## src/rtl/id_pkg.sv

```systemverilog
// Shared decode definitions: opcode values, opcode classes, operand/writer predicates,
// packet field offsets and the decode FSM state type.
package id_pkg;

    localparam int OPC_W_C = 5;
    typedef logic [OPC_W_C-1:0] opcode_t;

    localparam opcode_t OP_MOV            = 5'h00;
    localparam opcode_t OP_ADD            = 5'h01;
    localparam opcode_t OP_SUB            = 5'h02;
    localparam opcode_t OP_AND            = 5'h03;
    localparam opcode_t OP_OR             = 5'h04;
    localparam opcode_t OP_NOT            = 5'h05;
    localparam opcode_t OP_CMP            = 5'h06;
    localparam opcode_t OP_MULT           = 5'h07;
    localparam opcode_t OP_DIV            = 5'h08;
    localparam opcode_t OP_MOVE_LEFT      = 5'h09;
    localparam opcode_t OP_MOVE_RIGHT     = 5'h0A;
    localparam opcode_t OP_STOP           = 5'h0B;
    localparam opcode_t OP_CONTINUE       = 5'h0C;
    localparam opcode_t OP_OB_CHECK       = 5'h0D;
    localparam opcode_t OP_VELOCITY_GUARD = 5'h0E;

    typedef enum logic [1:0] {
        CLS_ALU     = 2'd0,
        CLS_MOTION  = 2'd1,
        CLS_GUARD   = 2'd2,
        CLS_ILLEGAL = 2'd3
    } opc_class_t;

    typedef enum logic [1:0] {
        IDLE   = 2'd0,
        DECODE = 2'd1,
        SEND   = 2'd2,
        GAP    = 2'd3
    } state_t;

    function automatic opc_class_t opc_class(input opcode_t opc);
        case (opc)
            OP_MOV, OP_ADD, OP_SUB, OP_AND, OP_OR,
            OP_NOT, OP_CMP, OP_MULT, OP_DIV:              return CLS_ALU;
            OP_MOVE_LEFT, OP_MOVE_RIGHT, OP_STOP,
            OP_CONTINUE:                                  return CLS_MOTION;
            OP_OB_CHECK, OP_VELOCITY_GUARD:               return CLS_GUARD;
            default:                                      return CLS_ILLEGAL;
        endcase
    endfunction

    function automatic logic opc_reads(input opcode_t opc);
        return (opc_class(opc) == CLS_ALU) || (opc_class(opc) == CLS_GUARD);
    endfunction

    // CMP only sets flags downstream, so it never owns its rd
    function automatic logic opc_writes(input opcode_t opc);
        return (opc_class(opc) == CLS_ALU) && (opc != OP_CMP);
    endfunction

    function automatic int pkt_rd_lsb();
        return 0;
    endfunction

    function automatic int pkt_opc_lsb(input int addr_w);
        return addr_w;
    endfunction

    function automatic int pkt_opa_lsb(input int addr_w, input int opc_w);
        return addr_w + opc_w;
    endfunction

    function automatic int pkt_opb_lsb(input int addr_w, input int opc_w, input int data_w);
        return addr_w + opc_w + data_w;
    endfunction

endpackage

```

## src/rtl/id_regfile.sv

```systemverilog
// Register file: flop array, synchronous write, two combinational write-first read ports.
module id_regfile
    import id_pkg::*;
#(
    parameter int DATA_W   = 16,
    parameter int ADDR_W   = 4,
    parameter int NUM_REGS = 16
) (
    input  logic              clk,
    input  logic              reset,
    input  logic              wr_en,
    input  logic [ADDR_W-1:0] wr_addr,
    input  logic [DATA_W-1:0] wr_data,
    input  logic [ADDR_W-1:0] rd_addr_a,
    output logic [DATA_W-1:0] rd_data_a,
    input  logic [ADDR_W-1:0] rd_addr_b,
    output logic [DATA_W-1:0] rd_data_b
);

    logic [DATA_W-1:0] regs_r [NUM_REGS];

    // Write port with synchronous clear of the whole array
    always_ff @(posedge clk) begin
        if (reset) begin
            for (int i = 0; i < NUM_REGS; i++) begin
                regs_r[i] <= '0;
            end
        end else if (wr_en) begin
            regs_r[wr_addr] <= wr_data;
        end else begin
            regs_r[wr_addr] <= regs_r[wr_addr];
        end
    end

    // Read ports forward same-cycle write data
    always_comb begin
        rd_data_a = regs_r[rd_addr_a];
        rd_data_b = regs_r[rd_addr_b];
        if (wr_en && (wr_addr == rd_addr_a)) begin
            rd_data_a = wr_data;
        end else begin
            rd_data_a = regs_r[rd_addr_a];
        end
        if (wr_en && (wr_addr == rd_addr_b)) begin
            rd_data_b = wr_data;
        end else begin
            rd_data_b = regs_r[rd_addr_b];
        end
    end

endmodule

```

## src/rtl/id_decode_stage.sv

```systemverilog
// Decode stage: captures an instruction from fetch, stalls on scoreboard hazards,
// reads operands and hands a packed {opB, opA, opcode, rd} word to execute.
module id_decode_stage
    import id_pkg::*;
#(
    parameter int DATA_W   = 16,
    parameter int NUM_REGS = 16,
    parameter int ADDR_W   = 4,
    parameter int OPC_W    = 5,
    parameter int INSTR_W  = 32
) (
    input  logic                             clk,
    input  logic                             reset,
    input  logic                             instr_req,
    output logic                             instr_ack,
    input  logic [INSTR_W-1:0]               instruction,
    input  logic [DATA_W-1:0]                WB_data,
    input  logic [ADDR_W-1:0]                WB_reg_addr,
    input  logic                             WB_reg_write,
    output logic                             req,
    input  logic                             ack,
    output logic [2*DATA_W+OPC_W+ADDR_W-1:0] handshake_data,
    output logic                             illegal,
    output logic [NUM_REGS-1:0]              pending
);

    localparam int USED_W      = OPC_W + 3 * ADDR_W;
    localparam int REST_W      = INSTR_W - USED_W;
    localparam int PKT_W       = 2 * DATA_W + OPC_W + ADDR_W;
    localparam int PKT_RD_LSB  = pkt_rd_lsb();
    localparam int PKT_OPC_LSB = pkt_opc_lsb(ADDR_W);
    localparam int PKT_OPA_LSB = pkt_opa_lsb(ADDR_W, OPC_W);
    localparam int PKT_OPB_LSB = pkt_opb_lsb(ADDR_W, OPC_W, DATA_W);

    state_t              state_r, state_n;
    logic [USED_W-1:0]   instr_r;
    logic                capture_s;
    logic                req_r, req_n;
    logic                instr_ack_r, instr_ack_n;
    logic                illegal_r, illegal_n;
    logic [PKT_W-1:0]    hs_r, hs_n;
    logic [NUM_REGS-1:0] pending_r, pending_n;
    logic [NUM_REGS-1:0] wb_mask_s, set_mask_s, pend_eff_s;

    logic [OPC_W-1:0]    opc_s;
    logic [ADDR_W-1:0]   rd_s, rs1_s, rs2_s;
    opc_class_t          cls_s;
    logic                reads_s, writes_s, hazard_s;
    logic [DATA_W-1:0]   opa_s, opb_s;
    logic                unused_rest_s;

    assign unused_rest_s = ^instruction[REST_W-1:0];

    assign opc_s = instr_r[USED_W-1 -: OPC_W];
    assign rd_s  = instr_r[3*ADDR_W-1 -: ADDR_W];
    assign rs1_s = instr_r[2*ADDR_W-1 -: ADDR_W];
    assign rs2_s = instr_r[ADDR_W-1:0];

    assign cls_s    = opc_class(opcode_t'(opc_s));
    assign reads_s  = opc_reads(opcode_t'(opc_s));
    assign writes_s = opc_writes(opcode_t'(opc_s));

    id_regfile #(
        .DATA_W   (DATA_W),
        .ADDR_W   (ADDR_W),
        .NUM_REGS (NUM_REGS)
    ) u_regfile (
        .clk       (clk),
        .reset     (reset),
        .wr_en     (WB_reg_write),
        .wr_addr   (WB_reg_addr),
        .wr_data   (WB_data),
        .rd_addr_a (rs1_s),
        .rd_data_a (opa_s),
        .rd_addr_b (rs2_s),
        .rd_data_b (opb_s)
    );

    // A write-back landing this cycle releases its pending bit for the hazard check
    assign wb_mask_s  = WB_reg_write ? (NUM_REGS'(1) << WB_reg_addr) : '0;
    assign pend_eff_s = pending_r & ~wb_mask_s;
    assign hazard_s   = (reads_s && (pend_eff_s[rs1_s] || pend_eff_s[rs2_s]))
                     || (writes_s && pend_eff_s[rd_s]);
    assign pending_n  = (pending_r & ~wb_mask_s) | set_mask_s;

    // Next-state and next-output logic
    always_comb begin
        state_n     = state_r;
        req_n       = req_r;
        instr_ack_n = 1'b0;
        illegal_n   = 1'b0;
        hs_n        = hs_r;
        set_mask_s  = '0;
        capture_s   = 1'b0;
        case (state_r)
            IDLE: begin
                if (instr_req) begin
                    capture_s   = 1'b1;
                    instr_ack_n = 1'b1;
                    state_n     = DECODE;
                end else begin
                    state_n = IDLE;
                end
            end
            DECODE: begin
                if (cls_s == CLS_ILLEGAL) begin
                    illegal_n = 1'b1;
                    state_n   = IDLE;
                end else if (hazard_s) begin
                    state_n = DECODE;
                end else begin
                    hs_n[PKT_RD_LSB  +: ADDR_W] = rd_s;
                    hs_n[PKT_OPC_LSB +: OPC_W]  = opc_s;
                    hs_n[PKT_OPA_LSB +: DATA_W] = reads_s ? opa_s : '0;
                    hs_n[PKT_OPB_LSB +: DATA_W] = reads_s ? opb_s : '0;
                    set_mask_s = writes_s ? (NUM_REGS'(1) << rd_s) : '0;
                    req_n      = 1'b1;
                    state_n    = SEND;
                end
            end
            SEND: begin
                if (ack) begin
                    req_n   = 1'b0;
                    state_n = GAP;
                end else begin
                    state_n = SEND;
                end
            end
            GAP: begin
                req_n   = 1'b0;
                state_n = IDLE;
            end
            default: begin
                req_n   = 1'b0;
                state_n = IDLE;
            end
        endcase
    end

    // State, registered outputs, scoreboard and instruction latch
    always_ff @(posedge clk) begin
        if (reset) begin
            state_r     <= IDLE;
            req_r       <= 1'b0;
            instr_ack_r <= 1'b0;
            illegal_r   <= 1'b0;
            hs_r        <= '0;
            pending_r   <= '0;
            instr_r     <= '0;
        end else begin
            state_r     <= state_n;
            req_r       <= req_n;
            instr_ack_r <= instr_ack_n;
            illegal_r   <= illegal_n;
            hs_r        <= hs_n;
            pending_r   <= pending_n;
            if (capture_s) begin
                instr_r <= instruction[INSTR_W-1 -: USED_W];
            end else begin
                instr_r <= instr_r;
            end
        end
    end

    assign req            = req_r;
    assign instr_ack      = instr_ack_r;
    assign illegal        = illegal_r;
    assign handshake_data = hs_r;
    assign pending        = pending_r;

endmodule

```

## config.mk

```make
export PLATFORM = sky130hd
export DESIGN_NAME = id_decode_stage
export DESIGN_NICKNAME = d
export VERILOG_FILES = /design/src/rtl/id_pkg.sv /design/src/rtl/id_regfile.sv /design/src/rtl/id_decode_stage.sv
export SDC_FILE = /design/constraint.sdc
export NUM_CORES = 1
export LEC_CHECK = 0
export BUFFER_PORTS_ARGS = -buffer_cell sky130_fd_sc_hd__buf_2
export CAP_MARGIN = 5
export CORE_MARGIN = 2
export CORE_UTILIZATION = 61
export DETAILED_ROUTE_END_ITERATION = 7
export PLACE_DENSITY = 0.83
export SYNTH_ARGS = -nofsm -noshare
export SYNTH_HDL_FRONTEND = slang
export SYNTH_SLANG_ARGS = --single-unit
export TNS_END_PERCENT = 5
```

## constraint.sdc

```tcl
create_clock -name clk -period 3.5 [get_ports clk]
set_input_delay 0.7 -clock clk [delete_from_list [all_inputs] [get_ports clk]]
set_output_delay 0.7 -clock clk [all_outputs]
set_load 0.005 [all_outputs]
```

==> flow_summary.rst <==
.. list-table::
   :header-rows: 1

   * - Metric
     - Value
   * - Outcome
     - finished, final reports clean
   * - Syn_area_per_cell
     - approximately 14 µm²
   * - Count of buffers inserted at the top-level ports
     - just over 100
   * - Die extent in y
     - between 150 and 200 µm
   * - Detail Placement HPWL
     - about 32 mm
   * - Seq/Total Area, Yosys
     - 0.525
   * - Setup slack of the critical path after layout
     - between 0.6 and 0.7 ns
   * - Antenna Nets Post-Route
     - 0
   * - Post-CTS resize count
     - 0
   * - R2R setup slack
     - about 0.6 ns
   * - Clock-pin slew on the worst setup and hold paths
     - around 0.070 ns
   * - Post-synth design cell area
     - 18000 µm²
   * - Minimum clock period
     - about 2.9 ns
   * - Fin Hold WS
     - approximately 0.41 ns
   * - Register-to-Register Path Depth
     - 6
   * - Cell depth of the worst min-delay path
     - 3
   * - Fraction of registers with async set or reset after synthesis
     - 0
   * - Nature of the critical path startpoint
     - flop
   * - Synthesized-area fraction occupied by and/or/nand/nor cells
     - 0.150
   * - Count of unique library cells instantiated by Yosys
     - 51
   * - Worst Hold Launch
     - instruction[24]
   * - Layout cell share with drive strength beyond 1
     - 0.319
   * - Slew margin rel.
     - 0.446
   * - Number of antenna violations at the first check in global routing
     - 2
   * - Average wire per standard cell
     - around 28 µm
   * - Post-CTS Repair Setup Buffers
     - 0
   * - Depth of the critical timing path with buffers and inverters included
     - 6
   * - Total detailed-routing wirelength
     - 50.4 mm
   * - XOR/XNOR Fraction of Synth Area
     - 0.00389
   * - Achievable Freq
     - around 350 MHz
   * - Count of flip-flops with a built-in enable after synthesis
     - 256
   * - Standard-cell rows
     - 62
   * - Chain of cells forming the critical path
     - buf_4 -> mux4_2 -> mux4_2 -> mux2i_1 -> nor2_1 -> mux2_4
   * - Area of the die
     - 30900 µm²
   * - TritonCTS clock tree
     - built
   * - DR iter-0 viols
     - approximately 1500
   * - Level count of the clock H-tree
     - 2
   * - Longest individual stage delay on the worst path
     - roughly 0.66 ns
   * - First-pass iteration count of the detailed router
     - 5
   * - Clock latency reported for the late side of the worst-skew pair
     - ~0.53 ns
   * - Root Buffer Master
     - sky130_fd_sc_hd__clkbuf_16
   * - Multiplexer area fraction after synthesis
     - 0.254
   * - Setup crit end kind
     - flop
   * - Maximum capacitance violations
     - 0
   * - Layout Skew
     - 0.0145 ns
   * - Critical Path Slowest Stage Cell
     - sky130_fd_sc_hd__dfxtp_4
   * - Measured slew at the worst slew-check pin
     - just over 0.8 ns
   * - Number of buffers inserted for hold repair after clock tree synthesis
     - 0
   * - Count of non-filler cells in the finished layout
     - 1824
   * - Drc violations
     - 0
   * - Static Leak
     - about 7.6 nW
   * - Total Routing Usage GR
     - 0.333
   * - Core region area
     - approximately 29000 µm²
   * - Net count after synthesis
     - 1359
   * - Post-Synth Adder-Cell Area
     - 0.000694
   * - Utilization after layout
     - 0.712
   * - Max VDD drop
     - 0.000401 V
   * - Clock buffers created by TritonCTS
     - 37
   * - Routability-driven placement congestion ratio
     - between 0.8 and 0.9
   * - Critical path buffer and inverter count
     - 1
   * - Aggregate global routing overflow
     - 0
   * - Total design power
     - around 11 mW
   * - Path class of the lowest-slack min-delay path
     - primary input to flop
   * - Placement-stage cell area
     - ~19000 µm²
   * - Buffer levels on the longest clock path
     - 3
   * - First-pass GRT wire length
     - ~76 mm
   * - Period utilization
     - 0.828
   * - Fillers
     - approximately 1800
   * - Dominant delay contributor by cell family on the critical path
     - multiplexers
   * - Dominant cell type by count on the critical path
     - sky130_fd_sc_hd__mux4_2
   * - Total number of yosys warnings
     - 0
   * - Crit path kind
     - flop to flop
   * - Effective utilization at floorplan
     - 0.623
   * - Setup repair after global routing missed its margin
     - no
   * - Layout Cell Area excl Fill
     - between 20000 and 25000 µm²
   * - Total number of nets in the final design
     - 1469
   * - Power density over the cells
     - 523 nW/µm²
   * - Signed area change from the synthesized netlist to the final layout
     - 14.3%
   * - Main combinational cell family by area after synthesis
     - multiplexers
   * - Arrival time of data at the critical path endpoint
     - ~3.3 ns
   * - CTS sink cnt
     - 345
   * - Compound-cell area share of the yosys netlist
     - 0.0389
   * - Top flip-flop cell by instance count after synthesis
     - sky130_fd_sc_hd__edfxtp_1
   * - Via count of the first global-routing pass
     - 12300
   * - Register bit total from synthesis
     - roughly 350
   * - Number of endpoints with negative hold slack in the final report
     - 0
   * - Cells after synthesis
     - between 1000 and 1500
   * - Via density
     - just under 7
   * - Largest net degree at the start of global routing
     - roughly 110
   * - Max-slew violations
     - 0
   * - Count of placed standard cells including taps
     - between 1500 and 2000
   * - Floorplan die width
     - around 180 µm
   * - Total area of multi-input combinational cells
     - around 8100 µm²
   * - Critical path required time
     - roughly 3.9 ns
   * - Top-Level Pins
     - around 120
   * - Sequential Area
     - approximately 9500 µm²
   * - Worst slack at placement
     - 0.129 ns
   * - Total via count after detailed routing
     - between 10000 and 15000
   * - Crit Path Max Fanout
     - 21
   * - Final setup violation count
     - 0
   * - Post-Route Setup TNS
     - 0 ns
[Yosys cell counts (all sizes together) (2+ instances only)]
| library cell | count | area, µm² |
|---|---|---|
| nand4 | 6 | 52.6 |
| o21bai | 16 | 120 |
| nor3 | 13 | 65.1 |
| o21ai | 17 | 85.1 |
| mux2 | 32 | 465 |
| nand3b | 2 | 15.0 |
| a221oi | 3 | 26.3 |
| o211ai | 12 | 90.1 |
| xnor2 | 2 | 17.5 |
| a21oi | 21 | 105 |
| nand2 | 41 | 154 |
| nand2b | 25 | 156 |
| o22ai | 16 | 100 |
| mux4 | 161 | 3630 |
| nor3b | 2 | 15.0 |
| nor2 | 67 | 251 |
| nor2b | 35 | 219 |
| inv | 8 | 30.0 |
| dfxtp | 89 | 1780 |
| or2 | 2 | 12.5 |
| nand3 | 19 | 95.1 |
| a22oi | 3 | 22.5 |
| xor2 | 6 | 52.6 |
| o2111ai | 7 | 61.3 |
| and2 | 259 | 1620 |
| buf | 25 | 121 |
| mux2i | 48 | 480 |
| clkbuf | 92 | 345 |
| edfxtp | 256 | 7690 |
[per-layer routing]
layer / up-vias / routed length, µm / GRT usage
li1: 5114 / - / -
met1: 6109 / 18800 / 0.439
met2: 893 / 24300 / 0.540
met3: 140 / 5530 / 0.0853
met4: 2 / 1760 / 0.123
met5: - / 18 / 0
[cells in the final DEF, fill, tap and decap left out, types with 35 or more instances in the layout]
| cell | n |
|---|---|
| sky130_fd_sc_hd__nor2_1 | 64 |
| sky130_fd_sc_hd__buf_2 | 101 |
| sky130_fd_sc_hd__mux4_2 | 161 |
| sky130_fd_sc_hd__nand2_1 | 41 |
| sky130_fd_sc_hd__and2_1 | 259 |
| sky130_fd_sc_hd__dfxtp_1 | 85 |
| sky130_fd_sc_hd__buf_4 | 75 |
| sky130_fd_sc_hd__clkbuf_16 | 38 |
| sky130_fd_sc_hd__edfxtp_1 | 256 |
| sky130_fd_sc_hd__nor2b_1 | 35 |
| sky130_fd_sc_hd__mux2i_1 | 48 |
[area by class of cell]
class | instances | area share
Antenna cell | 1 | 0.000121
Clock inverter | 20 | 0.00802
Inverter | 9 | 0.00164
Clock buffer | 47 | 0.0488
Tap cell | 384 | 0.0233
Multi-Input combinational cell | 830 | 0.394
Sequential cell | 345 | 0.460
Timing Repair Buffer | 188 | 0.0635
[worst paths after layout]
| kind | end |
|---|---|
| setup / recovery | handshake_data[29] |
| hold reg to reg | handshake_data[4] |
| setup reg to reg | handshake_data[29] |
| hold / removal | instr_r[9] |
[power by group]
part	internal [mW]	total [mW]	switching [mW]
combinational	1.00	2.04	1.04
clock	2.19	3.80	1.61
sequential	4.68	4.93	0.248
[sequential cells by signal, indices dropped and copies added, names as in the netlist, named ones only]
name,flops
state_r,1
u_regfile.regs_r,256
handshake_data,41
instr_ack,1
instr_r,17
pending,16
req,1
illegal,1
[worst reg2reg max path: cells and delay by family, from the launching register on]
| family | cells | cell delay, ns |
|---|---|---|
| DFF | 1 | 0.66 |
| buffers and inverters | 1 | 0.30 |
| and+or+nand+nor | 1 | 0.13 |
| muxes | 4 | 1.69 |
[logic make-up after synthesis]
group / count (synthesis)
AND/OR/NAND/NOR: 477
flip-flops: 345
multiplexers: 241
buffers and inverters: 126
AO/OA/AOI/OAI: 103
XOR/XNOR: 8
adder cells (fa/ha/maj): 1
No activity file was read; power rests on OpenSTA's default activity.
